<file path="src/rtl/os_array_ctrl_if.sv">
// Handshake/bus bundle between the output-stationary array controller and
// its requester / drain consumer.
//   start, k_len     : tile request and its reduction length
//   busy, done       : controller status
//   feed_row_en/col  : skewed operand-buffer read enables
//   acc_enable       : PE accumulate enable
//   load_en          : PE accumulator -> shadow transfer pulse
//   drain_row_sel    : shadow row presented on the output mux
//   out_valid/ready  : drain handshake, out_last marks row ROWS-1
interface os_array_ctrl_if #(
    parameter int ROWS    = 4,
    parameter int COLS    = 4,
    parameter int K_WIDTH = 16
);
    logic                    start;
    logic [K_WIDTH-1:0]      k_len;
    logic                    busy;
    logic                    done;
    logic [ROWS-1:0]         feed_row_en;
    logic [COLS-1:0]         feed_col_en;
    logic                    acc_enable;
    logic                    load_en;
    logic [$clog2(ROWS)-1:0] drain_row_sel;
    logic                    out_valid;
    logic                    out_ready;
    logic                    out_last;

    // master: requester + drain consumer
    modport master (
        output start, k_len, out_ready,
        input  busy, done, feed_row_en, feed_col_en, acc_enable, load_en,
               drain_row_sel, out_valid, out_last
    );

    // slave: the controller itself
    modport slave (
        input  start, k_len, out_ready,
        output busy, done, feed_row_en, feed_col_en, acc_enable, load_en,
               drain_row_sel, out_valid, out_last
    );
endinterface

</file>
<file path="src/rtl/os_array_ctrl.sv">
// Sequencer for an output-stationary ROWS x COLS PE array. One tile:
// FEED (skewed operand streaming, accumulate), optional SETTLE for array
// pipeline depth, LOAD (accumulators -> shadow regs), DRAIN (one shadow row
// per accepted handshake), DONE (one-cycle completion pulse).
// Ports:
//   clk, rst_n : clock, asynchronous active-low reset
//   bus        : os_array_ctrl_if.slave (request, status, enables, drain)
module os_array_ctrl #(
    parameter int ROWS     = 4,
    parameter int COLS     = 4,
    parameter int K_WIDTH  = 16,
    parameter int PIPE_LAT = 0
) (
    input logic             clk,
    input logic             rst_n,
    os_array_ctrl_if.slave  bus
);
    // Wide enough for K + ROWS + COLS - 3 at K = 2^K_WIDTH-1 without wrap.
    localparam int TW = K_WIDTH + $clog2(ROWS + COLS) + 1;
    localparam int RW = $clog2(ROWS);

    typedef enum logic [2:0] {IDLE, FEED, SETTLE, LOAD, DRAIN, DONE} state_t;

    state_t             state_q, state_d;
    logic [TW-1:0]      t_q, t_d;
    logic [K_WIDTH-1:0] k_q, k_d;
    logic [RW-1:0]      row_q, row_d;

    logic               busy_q, done_q, acc_q, load_q, valid_q, last_q;
    logic [ROWS-1:0]    row_en_q, row_en_d;
    logic [COLS-1:0]    col_en_q, col_en_d;

    logic               feed_last;
    assign feed_last = (t_q == TW'(k_q) + TW'(ROWS + COLS - 3));

    always_comb begin
        state_d = state_q;
        t_d     = t_q;
        k_d     = k_q;
        row_d   = row_q;
        unique case (state_q)
            IDLE: begin
                if (bus.start && (bus.k_len != '0)) begin
                    state_d = FEED;
                    t_d     = '0;
                    k_d     = bus.k_len;
                end
            end
            FEED: begin
                if (feed_last) begin
                    t_d     = '0;
                    state_d = (PIPE_LAT > 0) ? SETTLE : LOAD;
                end else begin
                    t_d = t_q + TW'(1);
                end
            end
            SETTLE: begin
                // t is reused as the settle counter.
                if (t_q == TW'(PIPE_LAT - 1)) begin
                    t_d     = '0;
                    state_d = LOAD;
                end else begin
                    t_d = t_q + TW'(1);
                end
            end
            LOAD: begin
                state_d = DRAIN;
                row_d   = '0;
            end
            DRAIN: begin
                // out_valid is high for the whole of DRAIN, so out_ready alone
                // completes the handshake.
                if (bus.out_ready) begin
                    if (row_q == RW'(ROWS - 1)) begin
                        state_d = DONE;
                        row_d   = '0;
                    end else begin
                        row_d = row_q + RW'(1);
                    end
                end
            end
            DONE:    state_d = IDLE;
            default: state_d = IDLE;
        endcase
    end

    // Skew: lane i reads during t in [i, i+K-1]. Outputs are built from the
    // next-state values so the registered copies line up with the state.
    for (genvar i = 0; i < ROWS; i++) begin : g_row_en
        assign row_en_d[i] = (state_d == FEED) && (t_d >= TW'(i)) &&
                             (t_d < TW'(i) + TW'(k_d));
    end
    for (genvar j = 0; j < COLS; j++) begin : g_col_en
        assign col_en_d[j] = (state_d == FEED) && (t_d >= TW'(j)) &&
                             (t_d < TW'(j) + TW'(k_d));
    end

    always_ff @(posedge clk or negedge rst_n) begin
        if (!rst_n) begin
            state_q  <= IDLE;
            t_q      <= '0;
            k_q      <= '0;
            row_q    <= '0;
            busy_q   <= 1'b0;
            done_q   <= 1'b0;
            acc_q    <= 1'b0;
            load_q   <= 1'b0;
            valid_q  <= 1'b0;
            last_q   <= 1'b0;
            row_en_q <= '0;
            col_en_q <= '0;
        end else begin
            state_q  <= state_d;
            t_q      <= t_d;
            k_q      <= k_d;
            row_q    <= row_d;
            busy_q   <= (state_d != IDLE);
            done_q   <= (state_d == DONE);
            acc_q    <= (state_d == FEED);
            load_q   <= (state_d == LOAD);
            valid_q  <= (state_d == DRAIN);
            last_q   <= (state_d == DRAIN) && (row_d == RW'(ROWS - 1));
            row_en_q <= row_en_d;
            col_en_q <= col_en_d;
        end
    end

    assign bus.busy          = busy_q;
    assign bus.done          = done_q;
    assign bus.acc_enable    = acc_q;
    assign bus.load_en       = load_q;
    assign bus.out_valid     = valid_q;
    assign bus.out_last      = last_q;
    assign bus.drain_row_sel = row_q;
    assign bus.feed_row_en   = row_en_q;
    assign bus.feed_col_en   = col_en_q;
endmodule

</file>
<file path="src/flat_wrapper.sv">
// flat-port wrapper written by rule: the top's interface ports become plain ports
module os_array_ctrl_flat 
#(
    parameter int ROWS     = 4,
    parameter int COLS     = 4,
    parameter int K_WIDTH  = 16,
    parameter int PIPE_LAT = 0
)
  (clk, rst_n, bus_start, bus_k_len, bus_out_ready, bus_busy, bus_done, bus_feed_row_en, bus_feed_col_en, bus_acc_enable, bus_load_en, bus_drain_row_sel, bus_out_valid, bus_out_last);
  os_array_ctrl_if #(.ROWS(ROWS), .COLS(COLS), .K_WIDTH(K_WIDTH)) bus_i ();
  input logic clk;
  input logic rst_n;
  input wire logic [$bits(bus_i.start)-1:0] bus_start;
  input wire logic [$bits(bus_i.k_len)-1:0] bus_k_len;
  input wire logic [$bits(bus_i.out_ready)-1:0] bus_out_ready;
  output wire logic [$bits(bus_i.busy)-1:0] bus_busy;
  output wire logic [$bits(bus_i.done)-1:0] bus_done;
  output wire logic [$bits(bus_i.feed_row_en)-1:0] bus_feed_row_en;
  output wire logic [$bits(bus_i.feed_col_en)-1:0] bus_feed_col_en;
  output wire logic [$bits(bus_i.acc_enable)-1:0] bus_acc_enable;
  output wire logic [$bits(bus_i.load_en)-1:0] bus_load_en;
  output wire logic [$bits(bus_i.drain_row_sel)-1:0] bus_drain_row_sel;
  output wire logic [$bits(bus_i.out_valid)-1:0] bus_out_valid;
  output wire logic [$bits(bus_i.out_last)-1:0] bus_out_last;
  assign bus_i.start = bus_start;
  assign bus_i.k_len = bus_k_len;
  assign bus_i.out_ready = bus_out_ready;
  assign bus_busy = bus_i.busy;
  assign bus_done = bus_i.done;
  assign bus_feed_row_en = bus_i.feed_row_en;
  assign bus_feed_col_en = bus_i.feed_col_en;
  assign bus_acc_enable = bus_i.acc_enable;
  assign bus_load_en = bus_i.load_en;
  assign bus_drain_row_sel = bus_i.drain_row_sel;
  assign bus_out_valid = bus_i.out_valid;
  assign bus_out_last = bus_i.out_last;
  os_array_ctrl #(.ROWS(ROWS), .COLS(COLS), .K_WIDTH(K_WIDTH), .PIPE_LAT(PIPE_LAT)) u_core (.clk(clk), .rst_n(rst_n), .bus(bus_i));
endmodule
</file>
<file path="config.mk">
export PLATFORM = sky130hd
export DESIGN_NAME = os_array_ctrl_flat
export DESIGN_NICKNAME = d
export VERILOG_FILES = /design/src/rtl/os_array_ctrl_if.sv /design/src/rtl/os_array_ctrl.sv /design/src/flat_wrapper.sv
export SDC_FILE = /design/constraint.sdc
export NUM_CORES = 1
export LEC_CHECK = 0
export ABC_CLOCK_PERIOD_IN_PS = 6150
export BUFFER_PORTS_ARGS = -buffer_cell sky130_fd_sc_hd__buf_2
export CORE_ASPECT_RATIO = 0.6
export CORE_MARGIN = 2
export CORE_UTILIZATION = 60
export DETAILED_ROUTE_END_ITERATION = 8
export PLACE_DENSITY = 0.79
export SETUP_SLACK_MARGIN = 0.3
export SYNTH_ARGS = -nofsm -noshare
export SYNTH_HDL_FRONTEND = slang
export SYNTH_SLANG_ARGS = --single-unit
</file>
<file path="constraint.sdc">
create_clock -name clk -period 6.15 [get_ports clk]
set_input_delay 0.3075 -clock clk [delete_from_list [all_inputs] [get_ports clk]]
set_output_delay 0.3075 -clock clk [all_outputs]
set_load 0.01 [all_outputs]
</file>
==> implementation parameters <==
Parameter                              Value

STA
  Final-layout setup total negative slack    0 ps
  Worst clock skew on the final layout    6.05 ps
  Measured slew at the worst slew-check pin    1290 ps
  Highest clock frequency the design can meet    ~180 MHz
  Hold Fails Final Rpt    0
  Count of pins over their slew limit    0
  Unrepaired setup endpoints after global routing    no
  Final worst path period need    about 5600 ps
  Endpoints failing setup    0
  Relative max-transition margin    0.134
  Final worst-path cycle share    0.912

Placement
  Port Buf Inserts    35
  Final HPWL DP    between 10000 and 15000 um
  Global placer's final weighted congestion    about 1.1

Detailed routing
  Wire length per cell after detailed routing    approximately 22 um
  Number of detailed-route iterations in the first pass    6
  DRC violations left    0
  Routed met2 length    roughly 6500 um
  Overall via count from detail_route    approximately 5400
  DRT antenna net count    0
  Length of routed met3 wiring    roughly 2600 um
  Wirelength, routed    about 17000 um
  Violation count after the first detailed-route iteration    750
  Average via count per standard cell    6.85
  Highest routing layer actually used    met4
  Met1 wire length    between 7000 and 8000 um

Floorplanning
  Vert. Die Dim    77.6 um
  Chip Width    around 130 um
  Core ar.    roughly 8600 um^2
  Standard-cell row count    26
  Overall die area    9820 um^2
  Initial cell density of the core    0.628
  I/O pin count    36

Critical path
  Type of origin of the critical path    register
  Register-to-Register Setup Slack    around 540 ps
  Max incr delay on CP    around 900 ps
  Slowest cell on the critical path    o21ai_1
  Data required time of the critical path    6390 ps
  Buffering stage count on the worst path with inverters included    0
  Endpoint class of the critical path    register
  Number of cells on the worst reg-to-reg path    16
  Startpoint of the most critical register-to-register path    u_core.k_q[0]
  Crit-path leading delay family    compound AO/OA/AOI/OAI gates
  Signal arrival time at the worst endpoint    5850 ps
  Crit path kind    register to register
  Capturing point of the worst reg2reg path    u_core.bus.feed_row_en[3]
  Top fanout value on the critical path    13
  Cells traversed along the worst timing path    ha_1 > o211ai_1 > o311ai_0 > o31ai_1 > nand4_1 > nor4_2 > o21ai_1 > a31oi_1 > a31oi_1 > ha_1 > nand4_1 > nor2_1 > nor2_1 > a21oi_1 > a2111oi_0 > and3_1

Power
  Combinational group share of total power    0.478
  Register share of total power    0.313
  Leakage component of the power    ~2.8 nW
  Sum of internal, switching and leakage power    about 1.4 mW
  Worst VDD drop    about 0.00017 V
  Switching Power    0.586 mW
  Switching power share of the total    0.431
  Internal power    ~0.77 mW
  Clock network fraction of design power    0.209
  Power density over the cells    roughly 230 nW/um^2

Layout
  Area occupied by registers    between 1000 and 1500 um^2
  Layout-stage area growth over the synthesis result    7.10%
  Layout Nets    approximately 760
  Count of filler cells inserted in the layout    around 700
  Number of diodes added for antenna fixing    0
  Multi-input gate area in the final layout    a little under 4000 um^2
  Layout cell share with drive strength beyond 1    0.101

GRT
  Vias in the first global route    slightly above 5000
  First-pass GRT wire length    approximately 27000 um
  Initial antenna violation count    0
  GR Overflow Total    0
  Largest net degree at the start of global routing    52
  Global router's overall resource usage    0.353

Synth
  Total standard cell area after synthesis    about 5400 um^2
  Gate Count Post-Synth    between 600 and 700
  Number of nets produced by synthesis    between 700 and 800
  Cell type with the highest aggregate area in the netlist    dfrtp_1
  Register area share after synthesis    0.236
  Most used DFF post-synth    dfrtp_1
  Cell types with the highest counts after synthesis    ha_1 (67), xnor2_1 (54), dfrtp_1 (51), nand2_1 (48), nor2_1 (39)
  Post-synth EDFFs    0
  Area share of the largest cell type after synthesis    0.236
  Top-count cell post-synth    ha_1
  Flops & latches, synth    51
  Top cells by area, synth    dfrtp_1 (24%), ha_1 (15%), xnor2_1 (8.7%), o21ai_0 (3.4%), nand2_1 (3.3%)
  Mean area per synthesized cell    between 8 and 9 um^2
  Netlist cell types    63
  Share of flip-flops with an asynchronous set or reset after synthesis    1.00
  Warnings, synthesis    0

Outcome
  Outcome    completed

Clocking
  TritonCTS clock tree    done
  Number of buffers inserted for hold repair after clock tree synthesis    0
  Number of CTS-inserted buffers    5
  Root buffer selected by CTS    clkbuf_16
  Maximum clock insertion buffer count    2
  CTS sink cnt    a little over 50
  Number of buffers inserted by post-CTS setup repair    0
  Later-pin clock latency in the skew report    about 300 ps
  CTS H-Tree Depth    2
  Post-cts repair resize count    0
  Clock transition at path regs    70 ps

Flow run
  Max Cap Violations    0

Min path
  Class of the most critical hold timing path    input port to async pin
[power groups by stage]
stage / combinational, mW / clock (mW) / sequential, mW
floorplan: 0.464 / 0 / 0.411
global placement: 0.607 / 0 / 0.428
detailed placement: 0.625 / 0 / 0.429
CTS: 0.629 / 0.287 / 0.424
global route: 0.714 / 0.302 / 0.432
finish: 0.650 / 0.284 / 0.425
[through the flow]
step                area, um^2  instances  hold slack (ps)  worst slack [ps]   util
global route              5790        785              194               325  0.672
floorplan                 5410        652             11.9              1760      -
detailed placement        5650        777              464               538  0.655
CTS                       5790        785              149               813  0.672
global placement          5650        777              456               620  0.655
finish                    5790        785              116               539  0.672
[worst max-delay path by stage]
stage,end,cells past startpoint,startpoint
after floorplan,u_core.bus.feed_row_en[1],20,u_core.k_q[3]
after global placement,u_core.bus.feed_row_en[1],20,bus_k_len[10]
after detailed placement,u_core.bus.feed_row_en[1],20,bus_k_len[10]
after CTS,u_core.bus.feed_row_en[3],16,u_core.k_q[0]
after global routing,u_core.bus.feed_row_en[1],20,bus_k_len[10]
final,u_core.bus.feed_row_en[3],16,u_core.k_q[0]
[logic make-up (layout without fill, tap and decap cells)]
kind of cell	after synthesis	in the layout	synth area share
mux	18	18	0.0335
fa+ha+maj	69	69	0.159
xor+xnor	68	68	0.113
simple gates	226	226	0.218
buf+inv	65	86	0.0527
flops	51	51	0.236
compound gates	155	155	0.189
[layout by cell type (no fill, tap or decap), types with 4 or more instances in the layout]
cell type	instances
nor4_1	10
nor2b_1	13
and3_1	11
nand3b_1	4
a21o_1	16
a31oi_1	8
nor3_1	21
a22oi_1	5
ha_1	67
o21ai_0	37
xor2_1	13
inv_1	26
a211oi_1	7
mux2i_1	17
a21oi_1	31
o31ai_1	12
clkbuf_16	5
xnor2_1	54
dfrtp_1	51
o21ai_1	5
nand3_1	26
or3_1	12
o22ai_1	4
or4_1	6
nand2_1	48
nand4_1	19
buf_2	35
nor2_1	39
nand2b_1	9
buf_4	13
[state kept, by name, summed over array words and instances, names as in the netlist]
| register | count |
|---|---|
| u_core.bus.acc_enable | 1 |
| u_core.bus.busy | 1 |
| u_core.bus.done | 1 |
| u_core.bus.drain_row_sel | 2 |
| u_core.bus.feed_row_en | 4 |
| u_core.bus.load_en | 1 |
| u_core.bus.out_last | 1 |
| u_core.bus.out_valid | 1 |
| u_core.k_q | 16 |
| u_core.state_q | 3 |
| u_core.t_q | 20 |
[layer usage]
metal,global-route usage,up-vias
li1,-,2423
met1,0.538,2506
met2,0.460,417
met3,0.129,34
met4,0.0879,0
met5,0,-
[layout make-up]
type	instances	share of cell area
clock inverters	3	0.00324
multi-input cells	536	0.664
well taps	112	0.0242
repair buffers	48	0.0471
flip-flops and latches	51	0.220
clock buffers	5	0.0216
inverters	30	0.0194
Note: power is estimated with default switching activity, not from simulation.
